===== config.mk =====
export PLATFORM = sky130hd
export DESIGN_NAME = prim_pipe_reg
export DESIGN_NICKNAME = d
export VERILOG_FILES = /design/src/rtl/prim_pipe_pkg.sv /design/src/rtl/prim_pipe_stage.sv /design/src/rtl/prim_pipe_reg.sv
export SDC_FILE = /design/constraint.sdc
export NUM_CORES = 1
export LEC_CHECK = 0
export BUFFER_PORTS_ARGS = -buffer_cell sky130_fd_sc_hd__buf_2
export CAP_MARGIN = 20
export CORE_MARGIN = 2
export CORE_UTILIZATION = 51
export CTS_BUF_LIST = sky130_fd_sc_hd__clkbuf_8
export DETAILED_ROUTE_END_ITERATION = 16
export PLACE_DENSITY = 0.8
export SETUP_SLACK_MARGIN = 0.02
export SKIP_LAST_GASP = 1
export SYNTH_ARGS = -nofsm -noshare
export SYNTH_HDL_FRONTEND = slang
export SYNTH_SLANG_ARGS = --single-unit

===== constraint.sdc =====
create_clock -name clk_i -period 1.7 [get_ports clk_i]
set_input_delay 0.34 -clock clk_i [delete_from_list [all_inputs] [get_ports clk_i]]
set_output_delay 0.34 -clock clk_i [all_outputs]
set_load 0.02 [all_outputs]

===== src/rtl/prim_pipe_pkg.sv =====
// prim_pipe_pkg
// Shared definitions for the prim_pipe_reg pipeline register slice.
//   pipe_cnt_w(depth) : width of an occupancy counter able to hold 0..depth
//   MaxDepth          : largest supported number of register stages

package prim_pipe_pkg;

    localparam int MaxDepth = 16;

    function automatic int pipe_cnt_w(input int depth);
        return $clog2(depth + 1);
    endfunction

endpackage


===== src/rtl/prim_pipe_stage.sv =====
// prim_pipe_stage
// One stage of the pipeline register: a valid flop, a data flop and, when
// PRIM_PIPE_REG_PARITY_EN is defined, a parity flop that travels with the data.
//
// Ports:
//   clk_i, rst_ni   clock, asynchronous active-low reset
//   load_i          stage may take the upstream contents this edge
//   flush_i         clear the valid bit, hold data
//   valid_i/data_i  contents offered by the upstream stage (or pipe input)
//   parity_i        parity bit offered upstream (parity build only)
//   valid_o/data_o  registered stage contents
//   valid_next_o    value the valid flop will take at the next edge
//   parity_o        registered parity bit (parity build only)

module prim_pipe_stage
    import prim_pipe_pkg::*;
#(
    parameter int                Width      = 8,
    parameter logic [Width-1:0]  ResetValue = '0
) (
    input  logic             clk_i,
    input  logic             rst_ni,
    input  logic             load_i,
    input  logic             flush_i,
    input  logic             valid_i,
    input  logic [Width-1:0] data_i,
`ifdef PRIM_PIPE_REG_PARITY_EN
    input  logic             parity_i,
    output logic             parity_o,
`endif
    output logic             valid_o,
    output logic             valid_next_o,
    output logic [Width-1:0] data_o
);

    logic             valid_q;
    logic [Width-1:0] data_q;
    logic             data_en;

    // Flush wins over any load; an empty slot offered from upstream still
    // propagates as a bubble so the downstream slot can be refilled.
    assign valid_next_o = flush_i ? 1'b0 : (load_i ? valid_i : valid_q);

    // Data only moves with a valid item, so bubbles never disturb the payload.
    assign data_en = load_i && valid_i && !flush_i;

    always_ff @(posedge clk_i or negedge rst_ni) begin
        if (!rst_ni) begin
            valid_q <= 1'b0;
        end else begin
            valid_q <= valid_next_o;
        end
    end

    always_ff @(posedge clk_i or negedge rst_ni) begin
        if (!rst_ni) begin
            data_q <= ResetValue;
        end else if (data_en) begin
            data_q <= data_i;
        end
    end

`ifdef PRIM_PIPE_REG_PARITY_EN
    logic parity_q;

    always_ff @(posedge clk_i or negedge rst_ni) begin
        if (!rst_ni) begin
            parity_q <= ^ResetValue;
        end else if (data_en) begin
            parity_q <= parity_i;
        end
    end

    assign parity_o = parity_q;
`endif

    assign valid_o = valid_q;
    assign data_o  = data_q;

endmodule


===== src/rtl/prim_pipe_reg.sv =====
// prim_pipe_reg
// Depth-stage, Width-bit flop pipeline with valid/ready handshake, bubble
// collapsing, synchronous flush and a registered occupancy count.
// Optional macro PRIM_PIPE_REG_PARITY_EN adds a per-stage parity flop and
// drives parity_err_o; otherwise parity_err_o is tied low.
//
// Ports:
//   clk_i, rst_ni              clock, asynchronous active-low reset
//   in_valid_i/in_ready_o      upstream handshake, in_data_i payload
//   out_valid_o/out_ready_i    downstream handshake, out_data_o payload
//   flush_i                    discard all contents at the next edge
//   count_o                    number of valid stages (0..Depth)
//   parity_err_o               output parity mismatch (parity build only)

module prim_pipe_reg
    import prim_pipe_pkg::*;
#(
    parameter int               Width      = 8,
    parameter int               Depth      = 2,
    parameter logic [Width-1:0] ResetValue = '0
) (
    input  logic                         clk_i,
    input  logic                         rst_ni,
    input  logic                         in_valid_i,
    output logic                         in_ready_o,
    input  logic [Width-1:0]             in_data_i,
    output logic                         out_valid_o,
    input  logic                         out_ready_i,
    output logic [Width-1:0]             out_data_o,
    input  logic                         flush_i,
    output logic [pipe_cnt_w(Depth)-1:0] count_o,
    output logic                         parity_err_o
);

    localparam int CntW = pipe_cnt_w(Depth);

    if (Depth < 1 || Depth > MaxDepth) begin : gen_depth_check
        $error("prim_pipe_reg: Depth must be within 1..16");
    end

    logic [Depth-1:0] valid_q;
    logic [Depth-1:0] valid_next;
    logic [Depth-1:0] rdy;
    logic [Width-1:0] data_q [Depth];
`ifdef PRIM_PIPE_REG_PARITY_EN
    logic [Depth-1:0] parity_q;
`endif
    logic [CntW-1:0]  count_d;
    logic [CntW-1:0]  count_q;

    // Ready ripples from the output back to the input: an empty stage always
    // accepts, a full stage accepts only if the stage after it moves on.
    always_comb begin
        rdy = '0;
        rdy[Depth-1] = !valid_q[Depth-1] || out_ready_i;
        for (int k = Depth - 2; k >= 0; k--) begin
            rdy[k] = !valid_q[k] || rdy[k+1];
        end
    end

    for (genvar k = 0; k < Depth; k++) begin : gen_stage
        logic             prev_valid;
        logic [Width-1:0] prev_data;
`ifdef PRIM_PIPE_REG_PARITY_EN
        logic             prev_parity;
`endif

        if (k == 0) begin : gen_head
            assign prev_valid  = in_valid_i;
            assign prev_data   = in_data_i;
`ifdef PRIM_PIPE_REG_PARITY_EN
            assign prev_parity = ^in_data_i;
`endif
        end else begin : gen_link
            assign prev_valid  = valid_q[k-1];
            assign prev_data   = data_q[k-1];
`ifdef PRIM_PIPE_REG_PARITY_EN
            assign prev_parity = parity_q[k-1];
`endif
        end

        prim_pipe_stage #(
            .Width      (Width),
            .ResetValue (ResetValue)
        ) u_stage (
            .clk_i        (clk_i),
            .rst_ni       (rst_ni),
            .load_i       (rdy[k]),
            .flush_i      (flush_i),
            .valid_i      (prev_valid),
            .data_i       (prev_data),
`ifdef PRIM_PIPE_REG_PARITY_EN
            .parity_i     (prev_parity),
            .parity_o     (parity_q[k]),
`endif
            .valid_o      (valid_q[k]),
            .valid_next_o (valid_next[k]),
            .data_o       (data_q[k])
        );
    end

    // Counting the next-state valid bits keeps count_o aligned with the
    // registered valid bits while still coming straight from a flop.
    always_comb begin
        count_d = '0;
        for (int k = 0; k < Depth; k++) begin
            count_d = count_d + CntW'(valid_next[k]);
        end
    end

    always_ff @(posedge clk_i or negedge rst_ni) begin
        if (!rst_ni) begin
            count_q <= '0;
        end else begin
            count_q <= count_d;
        end
    end

    assign in_ready_o  = rdy[0] && !flush_i;
    assign out_valid_o = valid_q[Depth-1] && !flush_i;
    assign out_data_o  = data_q[Depth-1];
    assign count_o     = count_q;

`ifdef PRIM_PIPE_REG_PARITY_EN
    assign parity_err_o = out_valid_o && ((^out_data_o) != parity_q[Depth-1]);
`else
    assign parity_err_o = 1'b0;
`endif

endmodule


# ---- Yosys cells after proc, flatten, opt, wreduce, memory -nomap -nowiden
# Index checks and enable logic that the tools add are counted.
dict set report word_totals {
  word_cells 21
  register_bits 20
  output_inout_bits 13
}
dict set report op_classes {
  n_mux 4
  add_sub_neg 1
  n_reduce_logical 11
}
# op n
set op_table {}
lappend op_table {{$logic_and A1 B1 Y1} 6}
lappend op_table {{$mux W1} 4}
lappend op_table {{$logic_not A1 Y1} 3}
lappend op_table {{$add A1 B1 Y2} 1}
lappend op_table {{$logic_or A1 B1 Y1} 2}

# ---- Logic depth before layout (Yosys ltp)
dict set report logic_depth {
  ltp_word 6
  ltp_mapped 4
}

# ---- Cells and area by module
# Synthesis repeated with hierarchy kept, for this count alone.
dict set report hier_totals {
  hier_cells 49
  area_unflattened_um2 818.3
}
# module seq_area_each_um2 area_each_um2 cells_each n_inst
set modules_own_cells {}
lappend modules_own_cells {prim_pipe_stage 225.2 349.1 20 2}
lappend modules_own_cells {prim_pipe_reg 50.0 120.1 9 1}

# ---- Worst setup path before layout
# No wires, ideal clock.
dict set report synth_path {
  kind {register to register}
  startpoint {register gen_stage[0].u_stage.valid_q}
  endpoint {register gen_stage[0].u_stage.data_q[0]}
  path_stages_with_launch 5
  slack_ps 227
  t_required_ps 1575
  n_path_buf 1
  synth_period_minus_slack_ps 1473
  arrival_ps 1348
  cell_sequence {dfrtp_1 and3b_1 or3b_1 buf_6 mux2_4}
}
dict set report synth_via {
  elab_chain_cells 4
}
# element line
set synth_rtl {}
lappend synth_rtl {{start, declared} prim_pipe_stage.sv:36} ;# logic valid_q;
lappend synth_rtl {{start signal, assigned} prim_pipe_stage.sv:51} ;# valid_q <= valid_next_o;
lappend synth_rtl {{$logic_not A1 Y1} prim_pipe_reg.sv:57} ;# rdy[k] = !valid_q[k] || rdy[k+1];
lappend synth_rtl {{$logic_or A1 B1 Y1} prim_pipe_reg.sv:57}
lappend synth_rtl {{$logic_and A1 B1 Y1 (2 in a row)} prim_pipe_stage.sv:45} ;# assign data_en = load_i && valid_i && !flush_i;
lappend synth_rtl {{end signal, assigned} prim_pipe_stage.sv:57} ;# data_q <= ResetValue;
lappend synth_rtl {{end signal, assigned} prim_pipe_stage.sv:59} ;# data_q <= data_i;
lappend synth_rtl {{end, declared} prim_pipe_stage.sv:37} ;# logic [Width-1:0] data_q;
# Every way passes these cells.
# A chain may end at the register's enable or synchronous reset.

# ---- Worst setup path in the final report
dict set report layout_path {
  startpoint {register gen_stage[0].u_stage.valid_q}
  endpoint {register gen_stage[0].u_stage.data_q[3]}
}
# The elaborated chain is that of the path after synthesis.

==> metrics.yaml <==
yosys:
  synth_edf_count: 0
  yosysWarnings: 0
  synthArstFlopShare: 1.00
  ys_ff_latch: 20
  synth_area_leaders: "dfrtp_1 61%, mux2_4 15%, mux2_2 11%"
  synthCells: 50
  syn_nets: 64
  yosysSeqAreaShare: 0.614
  yosys-top-cells-count: "20 x dfrtp_1, 8 x mux2_2, 8 x mux2_4"
  yosysTopAreaCell: "dfrtp_1"
  postSynthAreaPerCell_um2: 16.3
  yosys.area.top_type_share: 0.614
  yosysMostFrequentCell: "dfrtp_1"
  ys.flop_type: "dfrtp_1"
  syn_area_um2: 815
  yosys.cell_types.count: 13
cells_and_area:
  fin_util: 0.675
  n_antenna_cell: 0
  fin_nets: 92
  drive_above_1_share: 0.610
  syn2layout_area_growth_pct: 24.9
cts:
  cts_setup_buffers: 0
  cts_made_buffers: 3
  root_buffer: "clkbuf_8"
  cts-htree-levels: 1
  clk_path_buf_depth: 2
  numClockSinks: 20
  cts_tree: "done"
  insertion_delay_ps: 260
  clkSlewWorstSetupHoldPaths_ps: 70
grt:
  overflow: 0
  grt_pass1_vias: 464
  grt_pass1_wl_mm: 2.01
  groute.usage.overall: 0.147
  antenna_found_initial: 0
  grt_max_degree: 21
floorplan:
  die_h_um: 44.0
  die_w_um: 44.0
  ios: 26
  core_area_um2: 1510
  die_area_um2: 1930
  start_util: 0.541
  num_rows: 14
run_status:
  status: "completed"
drt:
  dr.pass1.iters: 4
  drt_iter0_drc: 6
  viasPerCell: 4.99
  routedWlPerCell_um: 13.6
  drc_errors: 0
  ant_nets: 0
  routed_wirelength_mm: 1.27
  vias: 464
worst_setup_path:
  criticalPathCategory: "reg -> reg"
  ff2ff_path_depth: 3
  cp-startpoint: "gen_stage[0].u_stage.valid_o"
  crit_chain: "and3b_1 -> or3b_4 -> mux2_4"
  critPathMaxFanout: 8
  timing.rr.end: "gen_stage[0].u_stage.data_o[3]"
  worst_path_largest_cell_delay_ps: 470
  cp.arrival_ps: 1660
  path_delay_family: "simple AND/OR/NAND/NOR gates"
  cp_num_buf_inv: 0
  crit_slowest_cell: "or3b_4"
  r2r_slack_ps: 190
  startpoint_type: "flop"
  path_depth: 3
  endpoint: "gen_stage[0].u_stage.data_o[3]"
  crit_path_end_kind: "flop"
  rr_startpoint: "gen_stage[0].u_stage.valid_o"
  crit_required_ps: 1850
pwr:
  p_comb_frac: 0.217
  p_leak_nw: 0.530
  seq_power_share: 0.444
  vdd_drop_max_v: 0.000739
  p_per_area_nw_per_um2: 1350
  swShare: 0.252
  power.switching_mw: 0.347
  internal-power_mw: 1.03
  clock_power_share: 0.339
sta:
  whs_ps: 9.74
  hold_viol: 0
  rsz0062_at_grt: "no"
  skew_ps: 3.53
  tns_ps: 0
  post-route-period-util: 0.890
  fmax_mhz: 661
  setup_viol: 0
  layout_setup_ws_ps: 187
  slew_violations: 0
  min_period_ps: 1510
placed_design:
  gp_congestion: 0.800
  io_buffers: 24
  dp.final_hpwl_um: 946
  place_ws_ps: 21.0
flow_run:
  maxCapViolCount: 0
hold_path:
  min_path_type: "in -> async"
-- stage by stage --
stage          cells  instance area, µm²  total power, mW
2_1_floorplan     50                 815            0.816
3_3_place_gp      89                 943            0.911
3_5_place_dp      89                 943            0.922
4_1_cts           93                1010             1.39
5_1_grt           93                1020             1.44
6_report          93                1020             1.37
-- power by group through the flow --
stage	combinational, mW	sequential [mW]	clock (mW)
detailed placement	0.300	0.622	0
global route	0.319	0.623	0.499
global placement	0.295	0.617	0
finish	0.298	0.610	0.466
floorplan	0.123	0.693	0
CTS	0.301	0.613	0.478
-- layer usage --
layer  vias to the layer above  track usage  wire, µm
li1                        223            -         -
met1                       226        0.187       563
met2                        13        0.232       621
met3                         2       0.0375        67
met4                         0       0.0727        17
met5                         -            0         0
-- cell type report --
class,count,area [µm²]
Sequential cell,20,500
Clock inverter,1,30.0
Fill cell,119,489
Clock buffer,3,41.3
Multi-Input combinational cell,28,298
Tap cell,16,20.0
Timing Repair Buffer,25,128
-- what timing repair did --
| item | in CTS | in global routing |
|---|---|---|
| resized for setup | 0 | 1 |
| setup endpoints to repair | 0 | 7 |
| hold endpoints to repair | 0 | 0 |
| hold buffers | 0 | 0 |
-- cell families (layout without fill, tap and decap cells) --
logic type,Yosys count,count (layout),share of synthesized area
muxes,16,16,0.258
buffers and inverters,2,29,0.0230
and+or+nand+nor,10,10,0.0845
DFF,20,20,0.614
other,1,1,0.00460
adders and majority gates,1,1,0.0154
-- state kept, by name, indices dropped and copies added (netlist names) --
register / count
gen_stage.u_stage.valid_o: 2
count_o: 2
gen_stage.u_stage.data_o: 16
-- placed cells by master, fill, tap and decap left out --
master | synthesis | final
nor2_1 | 5 | 5
and2b_1 | 1 | 1
bufinv_16 | 0 | 1
clkbuf_8 | 0 | 3
nor3b_4 | 1 | 1
ha_1 | 1 | 1
mux2_4 | 8 | 8
buf_4 | 1 | 1
mux2_2 | 8 | 8
dfrtp_1 | 20 | 20
buf_2 | 0 | 24
and3b_1 | 1 | 1
nor2b_1 | 1 | 1
conb_1 | 1 | 1
or3b_4 | 0 | 1
-- how the worst min path moves through the flow --
stage	end	slack [ps]
after floorplan	count_o[0]	40
after global placement	gen_stage[1].u_stage.data_o[2]	300
after detailed placement	gen_stage[1].u_stage.data_o[2]	300
after CTS	gen_stage[1].u_stage.data_o[5]	20
after global routing	gen_stage[0].u_stage.data_o[7]	40
final	gen_stage[0].u_stage.data_o[1]	10
Power figures use the tool's default switching activity.
